**src/rtl/instr_fetch_stage.sv**
```systemverilog
// instr_fetch_stage: issues one I-cache read per PC, feeds IF/ID, and kills wrong-path fetches on redirect.
module instr_fetch_stage #(
    parameter int ADDR_W  = 32,
    parameter int INSTR_W = 32,
    parameter int TIMEOUT = 255
) (
    input  logic               clk,
    input  logic               reset,
    input  logic [ADDR_W-1:0]  pc_in,
    input  logic               redirect,
    input  logic               de_stall,
    output logic               ic_req,
    output logic [ADDR_W-1:0]  ic_addr,
    input  logic               ic_valid,
    input  logic [INSTR_W-1:0] ic_rdata,
    output logic               pc_stall,
    output logic               if_valid,
    output logic [INSTR_W-1:0] if_instr,
    output logic [ADDR_W-1:0]  if_pc,
    output logic               fetch_timeout
);
    localparam logic [1:0] IDLE  = 2'd0;
    localparam logic [1:0] FETCH = 2'd1;
    localparam logic [1:0] HOLD  = 2'd2;
    localparam logic [1:0] DRAIN = 2'd3;
    localparam logic [7:0] TO_MAX = 8'(TIMEOUT);

    logic [1:0]         state, state_n;
    logic [ADDR_W-1:0]  fetch_addr, buf_pc;
    logic [INSTR_W-1:0] buf_instr;
    logic [7:0]         wait_cnt;
    logic               busy, advance, room, release_buf, waiting;

    assign busy        = (state == FETCH) | (state == DRAIN);
    assign ic_req      = busy;
    assign ic_addr     = fetch_addr;
    assign advance     = (state == FETCH) & ic_valid & ~redirect;
    assign pc_stall    = ~redirect & ~advance;
    assign room        = ~if_valid | ~de_stall;
    assign release_buf = (state == HOLD) & ~redirect & ~de_stall;
    assign waiting     = busy & ~ic_valid;

    // A killed request still waits in DRAIN for its response so the cache handshake stays paired.
    assign state_n = (state == IDLE)  ? FETCH :
                     (state == FETCH) ? (ic_valid ? ((redirect | room) ? IDLE : HOLD) : (redirect ? DRAIN : FETCH)) :
                     (state == HOLD)  ? ((redirect | ~de_stall) ? IDLE : HOLD) :
                                        (ic_valid ? IDLE : DRAIN);

    always_ff @(posedge clk or negedge reset) begin
        if (!reset) begin
            state         <= IDLE;
            fetch_addr    <= '0;
            buf_pc        <= '0;
            buf_instr     <= '0;
            if_valid      <= 1'b0;
            if_instr      <= '0;
            if_pc         <= '0;
            wait_cnt      <= '0;
            fetch_timeout <= 1'b0;
        end else begin
            state <= state_n;
            if (state == IDLE) fetch_addr <= pc_in;
            if (advance & ~room) begin
                buf_instr <= ic_rdata;
                buf_pc    <= fetch_addr;
            end
            if (redirect) if_valid <= 1'b0;
            else if ((advance & room) | release_buf) begin
                if_valid <= 1'b1;
                if_instr <= release_buf ? buf_instr : ic_rdata;
                if_pc    <= release_buf ? buf_pc : fetch_addr;
            end else if (!de_stall) if_valid <= 1'b0;
            wait_cnt <= waiting ? ((wait_cnt == TO_MAX) ? wait_cnt : wait_cnt + 8'd1) : 8'd0;
            if (waiting & (wait_cnt + 8'd1 == TO_MAX)) fetch_timeout <= 1'b1;
        end
    end
endmodule

```
**config.mk**
```make
export PLATFORM = sky130hd
export DESIGN_NAME = instr_fetch_stage
export DESIGN_NICKNAME = d
export VERILOG_FILES = /design/src/rtl/instr_fetch_stage.sv
export SDC_FILE = /design/constraint.sdc
export NUM_CORES = 1
export LEC_CHECK = 0
export CAP_MARGIN = 20
export CELL_PAD_IN_SITES_DETAIL_PLACEMENT = 1
export CELL_PAD_IN_SITES_GLOBAL_PLACEMENT = 2
export CORE_ASPECT_RATIO = 0.8
export CORE_UTILIZATION = 37
export DETAILED_ROUTE_END_ITERATION = 6
export PLACE_DENSITY = 0.95
export SETUP_SLACK_MARGIN = 0.05
export SKIP_CTS_REPAIR_TIMING = 1
export SYNTH_ARGS = -nofsm -noshare
export SYNTH_HDL_FRONTEND = slang
export SYNTH_SLANG_ARGS = --single-unit
```
**constraint.sdc**
```tcl
create_clock -name clk -period 4.5 [get_ports clk]
set_input_delay 1.35 -clock clk [delete_from_list [all_inputs] [get_ports clk]]
set_output_delay 1.35 -clock clk [all_outputs]
set_load 0.05 [all_outputs]
```
* Yosys cells after proc, flatten, opt, wreduce, memory -nomap -nowiden
Index checks and enable logic that the tools add are counted.
** Cells by class
- $add $sub $neg :: 1
- Bitwise gates (word level) :: 20
- Multiplexer cells :: 15
- Eq/ne operators :: 7
- Reduce and logical (&&, ||, !) cells :: 2
** Operator list (count)
- $mux W32 :: 2
- $eq A8 B8 Y1 const B :: 2
- $mux W2 :: 8
- $mux W8 :: 2
- $and A1 B1 Y1 :: 9
- $add A8 B1 Y8 const B :: 1
- $not A1 Y1 :: 6
- $or A1 B1 Y1 :: 5
- $eq A2 B2 Y1 const B :: 2
- $mux W1 :: 3
- $ne A3 B2 Y1 const B :: 1
- $eq A2 B1 Y1 const B :: 1
- $logic_not A2 Y1 :: 1
- $ne A2 B2 Y1 const B :: 1
- $reduce_and A2 Y1 :: 1
** Storage, ports and cells
- Input bits :: 69
- Word-level logic and storage cells :: 54
- Output and inout bits :: 100
- Register bits after elaboration :: 172

* Depth between registers and ports, before layout
Gate-level depths: netlist of run 1.
- Depth after elaboration :: 7
- Gate-level depth with buffers :: 8
- Gate-level depth less buffers :: 5

* Worst setup path before layout of run 1
Ideal clock, no wire load.
- Path kind :: input-to-output
- Start :: in ic_valid
- End :: out pc_stall
- Data arrival time :: 2.277 ns
- Required time :: 3.150 ns
- Setup slack :: 0.873 ns
- Buffers on the path :: 0
- Cell stages on the path :: 2
- Path through :: nor2b_4 -> a21oi_1
** On the way
- Longest elaborated chain between the ends :: 4
** Ends and longest elaborated chain
- start: declaration :: RTL line 14 : input logic ic_valid,
- $and A1 B1 Y1 (2 in series) :: RTL line 37 : assign advance = (state == FETCH) & ic_valid & ~redirect;
- $not A1 Y1 :: RTL line 38 : assign pc_stall = ~redirect & ~advance;
- $and A1 B1 Y1 :: RTL line 38
- end: declaration :: RTL line 16 : output logic pc_stall,
No other way between the ends.

* Worst setup path after layout of run 1
Same ends and word-level chain as after synthesis.

==> flow_summary_export.csv, run 1 <==
group,metric,value,unit
routing,vias,4873,
grt,grt_overflow_total,0,
synth,yosysWarningCount,0,
setup_path,crit_required,3150,ps
setup_path,worstSetupPathType,"primary input to output pin",
die,initial_core_util,38.0,%
final_layout,synthToLayoutAreaGrowth,31.6,%
grt,grt_max_degree,129,
timing,fin_skew,11.1,ps
routing,vias_per_cell,4.94,
die,placementRows,46,
grt,grtUsageTotal,18.1,%
place,port_buffers,168,
run,cap_violations,0,
synth,avgSynthCellArea,13.8,µm²
setup_path,r2r-start,"state[1]$_DFF_PN0_",
die,die_x,162,µm
timing,worst_pin_slew,713,ps
grt,grt_antenna_before_repair,0,
setup_path,r2r_setup_slack,2440,ps
timing,setup_tns,0,ps
synth,synthFlopType,"dfrtp_1",
timing,hold_viol,0,
setup_path,endpoint_kind,"output pin",
final_layout,fin_nets,781,
synth,ys_async_sr_fraction,100,%
routing,drt-pass1-iter-count,6,
setup_path,r2r-end,"if_instr[10]$_DFFE_PN0P_",
final_layout,mostFrequentLayoutCells,"172 x dfrtp_1, 166 x clkdlybuf4s50_1, 64 x mux2i_1, 64 x nand2_1, 60 x mux2_4",
setup_path,cp-endpoint,"pc_stall",
final_layout,diodes,0,
synth,syn-num-nets,622,
routing,ant_nets,0,
final_layout,fin_cells,987,
timing,fin_hold_ws,489,ps
synth,yosysTopAreaCellShare,56.6,%
status,outcome,"finished, final reports clean",
setup_path,cp_max_fo,4,
power_and_ir_drop,ir_drop,441,µV
synth,synthCells,551,
final_layout,final_common_cell,"dfrtp_1",
setup_path,worstSetupStartpoint,"ic_valid",
final_layout,final_util,50.1,%
routing,wirelength,18300,µm
setup_path,slowest_stage,"clkdlybuf4s50_1",
setup_path,path_cells,"clkdlybuf4s50_1 -> nor2b_4 -> a21oi_1 -> buf_4",
clock_network,cts_tree,"done",
clock_network,cts_buffer_depth,2,
synth,ys_types,40,
power_and_ir_drop,powerDensity,802,nW/µm²
clock_network,cts_max_level,4,
setup_path,slowest_delay,510,ps
die,dieArea,21100,µm²
setup_path,start_kind,"primary input",
synth,synth_largest_area_cell,"dfrtp_1",
synth,synth_area_leaders,"dfrtp_1 57%, mux2_4 12%, mux2i_1 8.4%",
worst_hold_path,holdCritPathClass,"flip-flop to flip-flop",
timing,setup_viol_count_final,0,
timing,slew_violations,0,
setup_path,crit_arrival,2420,ps
final_layout,drive_gt1_share,20.2,%
routing,drcViolationCount,0,
setup_path,worstRegToRegCells,5,
clock_network,path_clk_slew,70,ps
final_layout,nFillCells,2047,
die,core_region_area,20000,µm²
timing,fmax,265,MHz
clock_network,worstSkewPairLatency,420,ps
synth,synth-seq-area-share,56.6,%
routing,initialDrtViolationCount,309,
clock_network,clockRootBuffer,"clkbuf_16",
place,gp_congestion,0.731,
timing,rsz0062_at_grt,"false",
timing,period_share,83.7,%
grt,grt_pass1_vias,5363,
synth,synth-edff-count,0,
die,ios,169,
synth,ys_seq_elements,172,
synth,synth_area,7600,µm²
grt,grt_pass1_wl,29800,µm
timing,slew-limit-headroom,52.4,%
place,dp_cells,954,
die,chipHeight,130,µm
routing,wl_per_cell,18.6,µm
timing,finalWorstPathRequiredPeriod,3770,ps
clock_network,cts_inserted_buffers,17,
clock_network,cts.sinks,172,
power_and_ir_drop,leakage,4.60,nW
place,hpwl,12000,µm
flip-flops by register name (all words and copies together), names as in the netlist:
name	flops
if_pc	32
fetch_timeout	1
wait_cnt	8
buf_instr	32
buf_pc	32
ic_addr	32
state	2
if_instr	32
if_valid	1
synthesized netlist by cell type, drive strengths merged (2+ instances only):
master / number
buf: 29
nor2: 7
xnor2: 2
ha: 2
and4: 2
mux2i: 64
a211oi: 2
nand4: 3
o21ai: 68
clkbuf: 6
mux2: 96
nand3: 6
nand2b: 3
nor3: 3
dfrtp: 172
a21oi: 7
xor2: 3
inv: 3
nand2: 65
area by class of cell:
| class | count | area [µm²] | share of cell area [%] |
|---|---|---|---|
| Clock buffer | 18 | 439 | 4.39 |
| Tap cell | 264 | 330 | 3.30 |
| Inverter | 3 | 11.3 | 0.113 |
| Multi-Input combinational cell | 341 | 2930 | 29.3 |
| Clock inverter | 14 | 183 | 1.83 |
| Sequential cell | 172 | 4300 | 43.0 |
| Timing Repair Buffer | 175 | 1800 | 18.0 |
stage by stage:
stage | power (mW) | instance area (µm²) | setup WS [ps]
6_report | 8.02 | 10000 | 732
5_1_grt | 8.39 | 10000 | 645
4_1_cts | 8.08 | 9970 | 724
3_5_place_dp | 6.49 | 9350 | 731
3_3_place_gp | 6.33 | 9350 | 767
2_1_floorplan | 5.17 | 7600 | 873
how the worst min path moves through the flow:
stage | slack, ps | cells past startpoint | to | start
after global routing | 520 | 2 | if_instr[29]$_DFFE_PN0P_ | buf_instr[29]$_DFFE_PN0P_
after detailed placement | 480 | 2 | if_instr[29]$_DFFE_PN0P_ | buf_instr[29]$_DFFE_PN0P_
after global placement | 450 | 2 | if_instr[31]$_DFFE_PN0P_ | buf_instr[31]$_DFFE_PN0P_
final | 490 | 2 | if_pc[27]$_DFFE_PN0P_ | buf_pc[27]$_DFFE_PN0P_
after floorplan | 450 | 2 | if_instr[31]$_DFFE_PN0P_ | buf_instr[31]$_DFFE_PN0P_
after CTS | 490 | 2 | if_pc[15]$_DFFE_PN0P_ | buf_pc[15]$_DFFE_PN0P_
where the power goes:
part,switching (mW),internal [mW]
registers,0.498,2.20
logic,2.29,1.48
clock network,0.645,0.903
layer usage:
metal	vias to the layer above	global-route usage (%)	wire, µm
met5	-	0	0
met4	0	4.38	174
li1	2245	-	-
met1	2503	24.0	8310
met3	13	4.20	852
met2	112	30.1	9010
logic make-up after synthesis:
kind of cell / count (synthesis) / synth area share, %
AOI/OAI and AO/OA: 80 / 5.52
xor gates and xnor gates: 5 / 0.576
adders and majority gates: 2 / 0.329
buffers and inverters: 38 / 5.07
DFF: 172 / 56.6
muxes: 160 / 25.6
and+or+nand+nor: 94 / 6.24
critical path: cells and delay by family:
| kind | cells | cell delay [ps] |
|---|---|---|
| buffers and inverters | 2 | 720 |
| AND/OR/NAND/NOR | 1 | 250 |
| AO/OA/AOI/OAI | 1 | 90 |
Note: power is estimated with default switching activity, not from simulation.
==> run 2, diff against run 1 <==
Settings changed: CORE_UTILIZATION 37 to 31, PLACE_DENSITY 0.95 to 0.88.
Clock period 4.5 ns to 3.1 ns, I/O delays scaled along.
==> run 2 against run 1 <==
  * Sequential power rose by 43%
  * Clock skew barely moved
  * Final cell count rose by 5.6%
  * Core utilization fell by 7.3 points
  * Flip-flop and latch count did not move
  * Via count fell by 1.3%
  * Register-to-register slack got worse by 1000 ps
  * Wire length fell by 2.6%
  * Die area rose by 19%
==> flow_summary_export.csv, run 2 (synthesized netlist as in run 1, its figures left out) <==
group,metric,value,unit
grt,grt_max_degree,74,
routing,ant_nets,0,
timing,setup_tns,0,ps
die,initial_core_util,32.0,%
power_and_ir_drop,leakage,4.63,nW
clock_network,cts_max_level,4,
timing,period_share,94.5,%
final_layout,mostFrequentLayoutCells,"172 x dfrtp_1, 166 x clkdlybuf4s50_1, 64 x mux2i_1, 64 x nand2_1, 60 x mux2_4",
setup_path,cp_max_fo,4,
final_layout,nFillCells,2467,
timing,worst_pin_slew,590,ps
final_layout,synthToLayoutAreaGrowth,33.4,%
timing,fmax,341,MHz
setup_path,start_kind,"primary input",
routing,wirelength,17900,µm
die,dieArea,25100,µm²
clock_network,cts_buffer_depth,2,
power_and_ir_drop,power.switching,5.06,mW
die,ios,169,
routing,drt-pass1-iter-count,4,
final_layout,final_util,42.8,%
status,outcome,"finished, final reports clean",
timing,hold_viol,0,
routing,drcViolationCount,0,
grt,grt_pass1_wl,29200,µm
clock_network,path_clk_slew,80,ps
power_and_ir_drop,p_comb_share,47.8,%
routing,wl_per_cell,17.2,µm
grt,grt_pass1_vias,5207,
final_layout,multi_input_area,2930,µm²
run,cap_violations,0,
clock_network,worstSkewPairLatency,430,ps
power_and_ir_drop,powerDensity,1130,nW/µm²
final_layout,regArea,4300,µm²
routing,vias_per_cell,4.62,
routing,vias,4812,
clock_network,cts.sinks,172,
grt,grt_overflow_total,0,
timing,fin_skew,11.2,ps
setup_path,endpoint_kind,"output pin",
timing,finalWorstPathRequiredPeriod,2930,ps
die,die_x,177,µm
grt,grt_antenna_before_repair,1,
power_and_ir_drop,finalPower,11.5,mW
timing,slew_violations,0,
routing,initialDrtViolationCount,204,
final_layout,fin_nets,787,
power_and_ir_drop,power.internal,6.43,mW
setup_path,crit_arrival,2000,ps
clock_network,clockRootBuffer,"clkbuf_16",
final_layout,final_common_cell,"dfrtp_1",
final_layout,drive_gt1_share,20.9,%
clock_network,cts_tree,"done",
timing,slew-limit-headroom,60.6,%
worst_hold_path,holdCritPathClass,"primary input to asynchronous set/reset pin",
power_and_ir_drop,switching_share,44.0,%
power_and_ir_drop,power_frac_seq,33.6,%
setup_path,crit_required,2170,ps
place,gp_congestion,0.706,
timing,rsz0062_at_grt,"false",
clock_network,cts_inserted_buffers,17,
grt,grtUsageTotal,15.0,%
die,chipHeight,142,µm
timing,fin_hold_ws,435,ps
power_and_ir_drop,ir_drop,560,µV
place,hpwl,11700,µm
timing,setup_viol_count_final,0,
power_and_ir_drop,clkPwrFrac,18.6,%
setup_path,worstSetupPathType,"primary input to output pin",
place,port_buffers,168,
die,core_region_area,23700,µm²
die,placementRows,50,
run 2: final timing paths:
check | from | endpoint | slack [ps] | depth (start not counted)
setup / recovery | ic_valid | pc_stall | 170 | 4
hold / removal | reset | if_instr[13]$_DFFE_PN0P_ | 430 | 1
setup reg to reg | state[1]$_DFF_PN0_ | buf_pc[27]$_DFFE_PN0P_ | 1400 | 5
hold reg to reg | buf_pc[31]$_DFFE_PN0P_ | if_pc[31]$_DFFE_PN0P_ | 480 | 2
max in group asynchronous | reset | buf_instr[31]$_DFFE_PN0P_ | 1870 | 2
min in group clk | buf_pc[31]$_DFFE_PN0P_ | if_pc[31]$_DFFE_PN0P_ | 480 | 2
run 2: per-layer routing:
| metal | GRT usage, % | vias up | part of all wire [%] |
|---|---|---|---|
| li1 | - | 2259 | - |
| met1 | 20.1 | 2424 | 47 |
| met2 | 23.8 | 120 | 47 |
| met3 | 3.95 | 9 | 5.2 |
| met4 | 4.22 | 0 | 0.68 |
| met5 | 0 | - | 0 |
run 2: per-stage QoR:
stage	std cells	setup WS [ps]	cell area [µm²]
floorplan	551	313	7600
global placement	1009	176	9540
detailed placement	1009	173	9540
CTS	1041	165	10100
global route	1041	109	10100
finish	1042	170	10100
run 2: power groups by stage:
| stage | Sequential (mW) | Combinational, mW | Clock [mW] |
|---|---|---|---|
| finish | 3.86 | 5.48 | 2.14 |
| global placement | 3.84 | 5.45 | 0 |
| floorplan | 5.93 | 1.58 | 0 |
| CTS | 3.88 | 5.55 | 2.22 |
| detailed placement | 3.90 | 5.53 | 0 |
| global route | 4.00 | 5.77 | 2.31 |
run 2: layout make-up:
type                    count  share of cell area [%]
well taps                 312                    3.85
multi-input cells         341                    28.9
clock buffers              17                    4.20
inverters                   3                   0.111
flip-flops and latches    172                    42.4
repair buffers            181                    18.8
clock inverters            15                    1.70
diodes                      1                  0.0247
run 2: worst max-delay path, stage by stage:
cell,delay (ps)
clkdlybuf4s50_1,460
nor2b_4,170
a21oi_1,260
buf_12,170
==> run 3, diff against run 2 <==
Settings changed: SKIP_CTS_REPAIR_TIMING 1 to default.
==> results of run 3 <==
The final DEF is identical to that of run 2; final timing and power are the same.
